--- src/rtl/fpcvt_pkg.sv ---
// Shared widths and result type for the 13-bit integer to 9-bit float converter.
package fpcvt_pkg;

    localparam int IN_W    = 13;
    localparam int EXP_W   = 3;
    localparam int SIG_W   = 5;
    localparam int EXP_MAX = 7;
    localparam int SIG_MAX = 31;

    typedef struct packed {
        logic             s;
        logic [EXP_W-1:0] e;
        logic [SIG_W-1:0] f;
    } fp9_t;

endpackage

--- src/rtl/fpcvt_lzc.sv ---
// Combinational leading-zero count of a 12-bit magnitude (12 when the input is zero).
module fpcvt_lzc (
    input  logic [11:0] m,
    output logic [3:0]  lz
);

    // Scanning upward lets the highest set bit win the priority.
    always_comb begin
        lz = 4'd12;
        for (int unsigned i = 0; i < 12; i++) begin
            if (m[i]) lz = 4'(11 - i);
        end
    end

endmodule

--- src/rtl/fpcvt_13to9.sv ---
// Two-stage pipelined converter: 13-bit two's-complement integer to {S, E[2:0], F[4:0]},
// magnitude F * 2^E, round-half-up on magnitude, saturating at 31 * 128.
module fpcvt_13to9
    import fpcvt_pkg::*;
(
    input  logic             clk,
    input  logic             rst_n,
    input  logic             in_valid,
    input  logic [IN_W-1:0]  D,
    output logic             out_valid,
    output logic             S,
    output logic [EXP_W-1:0] E,
    output logic [SIG_W-1:0] F
);

    logic [IN_W-1:0] mag;
    logic [3:0]      lz_c;

    logic            s1_valid;
    logic            s1_s;
    logic            s1_sat;
    logic [11:0]     s1_m;
    logic [3:0]      s1_lz;

    fp9_t            res;
    logic [2:0]      e0;
    logic [5:0]      sh;
    logic [5:0]      sum;

    // Only -4096 reaches bit 12 of the magnitude; it is handled as saturation.
    assign mag = D[IN_W-1] ? IN_W'(13'd0 - D) : D;

    fpcvt_lzc u_lzc (
        .m  (mag[11:0]),
        .lz (lz_c)
    );

    always_ff @(posedge clk or negedge rst_n) begin
        if (!rst_n) begin
            s1_valid <= 1'b0;
            s1_s     <= 1'b0;
            s1_sat   <= 1'b0;
            s1_m     <= '0;
            s1_lz    <= '0;
        end else begin
            s1_valid <= in_valid;
            if (in_valid) begin
                s1_s   <= D[IN_W-1];
                s1_sat <= mag[12];
                s1_m   <= mag[11:0];
                s1_lz  <= lz_c;
            end
        end
    end

    // sh[5:1] is the truncated significand, sh[0] the round bit just below it.
    always_comb begin
        res   = '0;
        res.s = s1_s;
        e0    = '0;
        sh    = '0;
        sum   = '0;
        if (s1_sat) begin
            res.e = EXP_W'(EXP_MAX);
            res.f = SIG_W'(SIG_MAX);
        end else if (s1_lz >= 4'd7) begin
            res.f = s1_m[4:0];
        end else begin
            e0  = 3'(4'd7 - s1_lz);
            sh  = 6'(s1_m >> (e0 - 3'd1));
            sum = {1'b0, sh[5:1]} + {5'b0, sh[0]};
            if (sum[5]) begin
                if (e0 == EXP_W'(EXP_MAX)) begin
                    res.e = EXP_W'(EXP_MAX);
                    res.f = SIG_W'(SIG_MAX);
                end else begin
                    res.e = e0 + 3'd1;
                    res.f = 5'd16;
                end
            end else begin
                res.e = e0;
                res.f = sum[4:0];
            end
        end
    end

    always_ff @(posedge clk or negedge rst_n) begin
        if (!rst_n) begin
            out_valid <= 1'b0;
            S         <= 1'b0;
            E         <= '0;
            F         <= '0;
        end else begin
            out_valid <= s1_valid;
            if (s1_valid) begin
                S <= res.s;
                E <= res.e;
                F <= res.f;
            end
        end
    end

endmodule

--- config.mk ---
export PLATFORM = sky130hd
export DESIGN_NAME = fpcvt_13to9
export DESIGN_NICKNAME = d
export VERILOG_FILES = /design/src/rtl/fpcvt_pkg.sv /design/src/rtl/fpcvt_lzc.sv /design/src/rtl/fpcvt_13to9.sv
export SDC_FILE = /design/constraint.sdc
export NUM_CORES = 1
export LEC_CHECK = 0
export ABC_AREA = 1
export BUFFER_PORTS_ARGS = -buffer_cell sky130_fd_sc_hd__buf_2
export CAP_MARGIN = 20
export CORE_UTILIZATION = 40
export DETAILED_ROUTE_END_ITERATION = 8
export SLEW_MARGIN = 20
export SYNTH_ARGS = -nofsm -noshare
export SYNTH_HDL_FRONTEND = slang
export SYNTH_SLANG_ARGS = --single-unit
--- constraint.sdc ---
create_clock -name clk -period 6.8 [get_ports clk]
set_input_delay 1.02 -clock clk [delete_from_list [all_inputs] [get_ports clk]]
set_output_delay 1.02 -clock clk [all_outputs]
set_load 0.02 [all_outputs]
## Yosys cells after proc, flatten, opt, wreduce, memory -nomap -nowiden

Index checks and enable logic that the tools add are counted.

- Equality and inequality tests: 1
- Multiplexer cells: 18
- Shift-type cells: 1
- $lt $le $gt $ge: 1
- Add/subtract/negate cells: 5

Operators with widths:

| kind | count |
|---|---|
| $mux 4 | 8 |
| $mux 8 | 3 |
| $mux 3 | 5 |
| $mux 13 | 1 |
| $sub 1x13->13 const A | 1 |
| $shr 12x3->6 | 1 |
| $add 5x1->6 | 1 |
| $mux 5 | 1 |
| $ge 4x3->1 const B | 1 |
| $add 3x1->3 const B | 1 |
| $eq 3x3->1 const B | 1 |
| $sub 3x1->3 const B | 1 |
| $sub 3x3->3 const A | 1 |

- Logic and storage cells: 35
- Output and inout port bits: 10
- Bits in registers: 29
- Input port bits: 16

## Longest topological paths before layout

- Depth after elaboration: 14
- Mapped depth: 17
- Depth with buffers taken out: 17

## Modules after synthesis

Synthesis repeated with hierarchy kept, for this count alone.

- Cell total of the unflattened synthesis: 313
- Area total of the unflattened synthesis: 2217.1 sq um

By module, submodules not included:

| module | instances | cells an instance | area each (sq um) |
|---|---|---|---|
| fpcvt_13to9 | 1 | 279 | 2073.2 |
| fpcvt_lzc | 1 | 34 | 143.9 |

## Worst setup path after synthesis

No wires, ideal clock.

- Kind: register -> register
- From: reg s1_lz[0]
- To: reg F[4]
- Arrival time: 2271 ps
- Stages on the path, launching flop included: 16
- Data required time: 6723 ps
- Library setup time: 77 ps
- Path slack: 4451 ps
- Path through: dfrtp_1 -> buf_6 -> inv_6 -> ha_1 -> buf_6 -> inv_2 -> buf_6 -> a21oi_1 -> o21ai_0 -> a22oi_1 -> ha_1 -> ha_1 -> nand2_1 -> o21ai_0 -> nand3_1 -> a21oi_1

- Word-level cells in the longest chain between the ends: 7

Ends and longest elaborated chain:

| what | line | source |
|---|---|---|
| from (decl) | fpcvt_13to9.sv:23 | `logic [3:0] s1_lz;` |
| from (signal assigned) | fpcvt_13to9.sv:51 | `s1_lz <= lz_c;` |
| $sub 3x3->3 | fpcvt_13to9.sv:69 | `e0 = 3'(4'd7 - s1_lz);` |
| $sub 3x1->3 | fpcvt_13to9.sv:70 | `sh = 6'(s1_m >> (e0 - 3'd1));` |
| $shr 12x3->6 | fpcvt_13to9.sv:70 |  |
| $add 5x1->6 | fpcvt_13to9.sv:71 | `sum = {1'b0, sh[5:1]} + {5'b0, sh[0]};` |
| $mux 8 | fpcvt_13to9.sv:72 | `if (sum[5]) begin` |
| $mux 5 * | fpcvt_13to9.sv:66 | `end else if (s1_lz >= 4'd7) begin` |
| $mux 8 * | fpcvt_13to9.sv:63 | `if (s1_sat) begin` |
| to (signal assigned) | fpcvt_13to9.sv:98 | `F <= res.f;` |
| to (decl) | fpcvt_13to9.sv:13 | `output logic [SIG_W-1:0] F` |

Every way passes the cells marked *; elsewhere a longest branch is shown, timed or not.
A chain may end at the register's enable or synchronous reset.

## Worst setup path in the final report

Ends and elaborated chain as after synthesis.

==> flow_metrics.py <==
metrics = {
    "critical_path": {
        "crit_start": "s1_lz[0]",
        "worstPathArrival_ns": 3.19,
        "worstReg2RegStart": "s1_lz[0]",
        "path_max_fanout": 19,
        "cp-end-kind": "register",
        "required_ns": 7.01,
        "path_class": "register to register",
        "startpoint_type": "register",
    },
    "route": {
        "routedWlPerCell_microns": 12.1,
        "num_vias": 2025,
        "drc_errors": 0,
        "drt-total-wl_microns": 5060,
        "first_pass_iters": 4,
        "vias_per_cell": 4.84,
        "antenna_left": 0,
        "drt_iter0_drc": 88,
    },
    "clocking": {
        "cts.hold.buffers_added": 0,
        "cts_made_buffers": 5,
        "cts.htree.levels": 2,
        "cts_setup_buffers": 0,
        "clk_path_buf_depth": 2,
        "cts_tree": "yes",
        "clkLatencyLatePin_ns": 0.29,
        "cts.sinks": 29,
        "path_clk_slew_ns": 0.07,
        "ctsRootBufferMaster": "clkbuf_8",
        "cts.repair.resized": 0,
    },
    "synthesis": {
        "syn_area_sq_mm": 0.00220,
        "yosysUniqueCellTypes": 31,
        "synth_nets": 346,
        "synth_warnings": 0,
        "avgSynthCellArea_sq_um": 6.76,
        "synth_compound_area_share_pct": 11.3,
        "synthXorXnorAreaFrac_pct": 1.20,
        "synth_area_leaders": "dfrtp_1 33%, nand2_1 20%, nand3_1 7.5%",
        "syn_inst": 325,
        "netlist.area_leader.share_pct": 33.0,
        "synth_simple_gate_area_share_pct": 41.5,
        "synth.area.mux_share_pct": 0.513,
        "yosysSeqAreaShare_pct": 33.0,
        "synth_top_family_by_area": "simple AND/OR/NAND/NOR gates",
        "synth_top_area_cell": "dfrtp_1",
        "synthAdderAreaFrac_pct": 2.85,
        "synth-seq-cells": 29,
    },
    "sta": {
        "max_freq_ghz": 0.336,
        "layout_setup_ws_ns": 3.82,
        "relSlewSlack_pct": 56.6,
        "period_share_pct": 43.8,
        "rsz0062_at_grt": "false",
        "worstMarginPinSlew_ns": 0.652,
        "setup_viol": 0,
        "period_needed_ns": 2.98,
        "clock_skew_ns": 0.00406,
        "hold_viol_final": 0,
        "final.setup.tns_ns": 0,
        "maxSlewViolCount": 0,
    },
    "placement": {
        "dpl_cell_area_sq_mm": 0.00233,
        "gp_congestion": 0.913,
        "dp_hpwl_microns": 4020,
        "portBuffers": 25,
        "preCtsSetupSlack_ns": 3.82,
        "dp_cells": 410,
    },
    "floorplan": {
        "die_h_microns": 76.1,
        "chipWidth_microns": 76.1,
        "ioPinCount": 26,
        "dieArea_sq_mm": 0.00579,
        "rows": 26,
        "core_area_sq_mm": 0.00520,
        "initial_core_util_pct": 42.2,
    },
    "layout": {
        "diodes": 0,
        "nets": 368,
        "final_cells": 418,
        "stdcell_area_sq_mm": 0.00245,
        "drive_gt1_share_pct": 17.2,
        "area_growth_pct": 11.6,
        "fill_cells": 569,
    },
    "min_path": {
        "hp-start": "s1_s",
        "hp-class": "register to register",
    },
    "global_routing": {
        "track_usage_pct": 19.3,
        "antenna_found_initial": 0,
        "grt_first_pass_wirelength_microns": 9000,
        "gr-total-overflow": 0,
        "grt_pass1_vias": 1948,
        "grt_max_degree": 30,
    },
    "power": {
        "leakagePower_nw": 1.32,
        "power_density_mw_per_mm2": 274,
        "power_mw": 0.671,
        "ir_drop_mv": 0.134,
    },
    "run": {
        "cap_violations": 0,
    },
    "run_status": {
        "outcome": "completed",
    },
}
where the power goes:
| group | internal [mW] | total [mW] | leakage (nW) | switching, mW |
|---|---|---|---|---|
| Sequential | 0.199 | 0.224 | 0.347 | 0.0246 |
| Combinational | 0.0920 | 0.264 | 0.923 | 0.172 |
| Clock | 0.110 | 0.183 | 0.0543 | 0.0733 |
path summary, 6_finish.rpt:
kind                           end  cells after the start  slack, ns
min in group asynchronous     E[0]                      1       0.75
setup reg to reg              F[4]                     12       3.82
setup / recovery              F[4]                     12       3.82
max in group asynchronous  s1_m[4]                      1       5.63
hold reg to reg               s1_s                      2       0.48
hold / removal                s1_s                      2       0.48
per-stage QoR:
stage               hold slack [ns]  utilization, %
floorplan                     0.352               -
global placement              0.459            44.9
detailed placement            0.467            44.9
CTS                           0.483            47.1
global route                  0.524            47.1
finish                        0.484            47.1
layer usage:
metal  global-route usage [%]  vias to the layer above  part of all wire (%)  wire length [microns]
met5                        0                        -                     0                      0
met4                     7.88                        0                   1.9                     96
met1                     26.5                      897                    51                   2600
met2                     30.7                       38                    44                   2230
li1                         -                     1082                     -                      -
met3                     2.40                        8                   2.6                    134
cell usage after synthesis, drive strengths merged:
master and instances:
o21ai 23, a31oi 1, nor2 24, dfrtp 29
ha 5, xnor2 1, nor3 2, a21oi 18
o21bai 1, nand3 38, buf 5, nor3b 1
nand2 130, clkbuf 5, xor2 2, a22oi 2
nand4 2, inv 35, mux2 1
final cells by class:
class	instances	area, sq um	area share [%]
Inverter	35	136	5.57
Tap cell	70	87.6	3.58
Sequential cell	29	726	29.6
Clock buffer	5	68.8	2.81
Clock inverter	3	46.3	1.89
Multi-Input combinational cell	251	1260	51.4
Timing Repair Buffer	25	125	5.11
cell families after synthesis:
group                    Yosys count
XOR/XNOR                           3
flip-flops                        29
AND/OR/NAND/NOR                  197
multiplexers                       1
AO/OA/AOI/OAI                     45
adder cells (fa/ha/maj)            5
buffers and inverters             45
worst max-delay path: stages (launching register included):
cell and delay (ns):
dfrtp_1 0.76, inv_6 0.09, ha_1 0.51, inv_2 0.18, a21oi_1 0.13, o21ai_0 0.09, a22oi_1 0.19, ha_1 0.26
ha_1 0.23, nand2_1 0.06, o21ai_0 0.15, nand3_1 0.11, a21oi_1 0.13
sequential cells by signal, summed over array words and instances, names as in the netlist:
name,count
s1_m,12
F,5
s1_lz,4
E,3
S,1
out_valid,1
s1_s,1
s1_sat,1
s1_valid,1
placed cells by master (no fill, tap or decap):
cell type	count
nand2_1	118
nor3_1	2
nand2_2	7
inv_2	2
a31oi_1	1
buf_2	25
nand3_1	33
clkbuf_8	5
dfrtp_1	29
clkinv_4	1
nor2_8	2
nand3_2	5
a21oi_1	15
xor2_1	2
bufinv_16	1
a22oi_1	2
xnor2_1	1
nor3b_1	1
nand4_1	2
o21ai_1	2
mux2_2	1
inv_1	32
o21ai_2	1
nand2_4	5
o21ai_0	20
clkinvlp_4	1
inv_6	1
nor2_1	22
ha_1	5
o21bai_1	1
a21oi_2	3
Power figures use the tool's default switching activity.
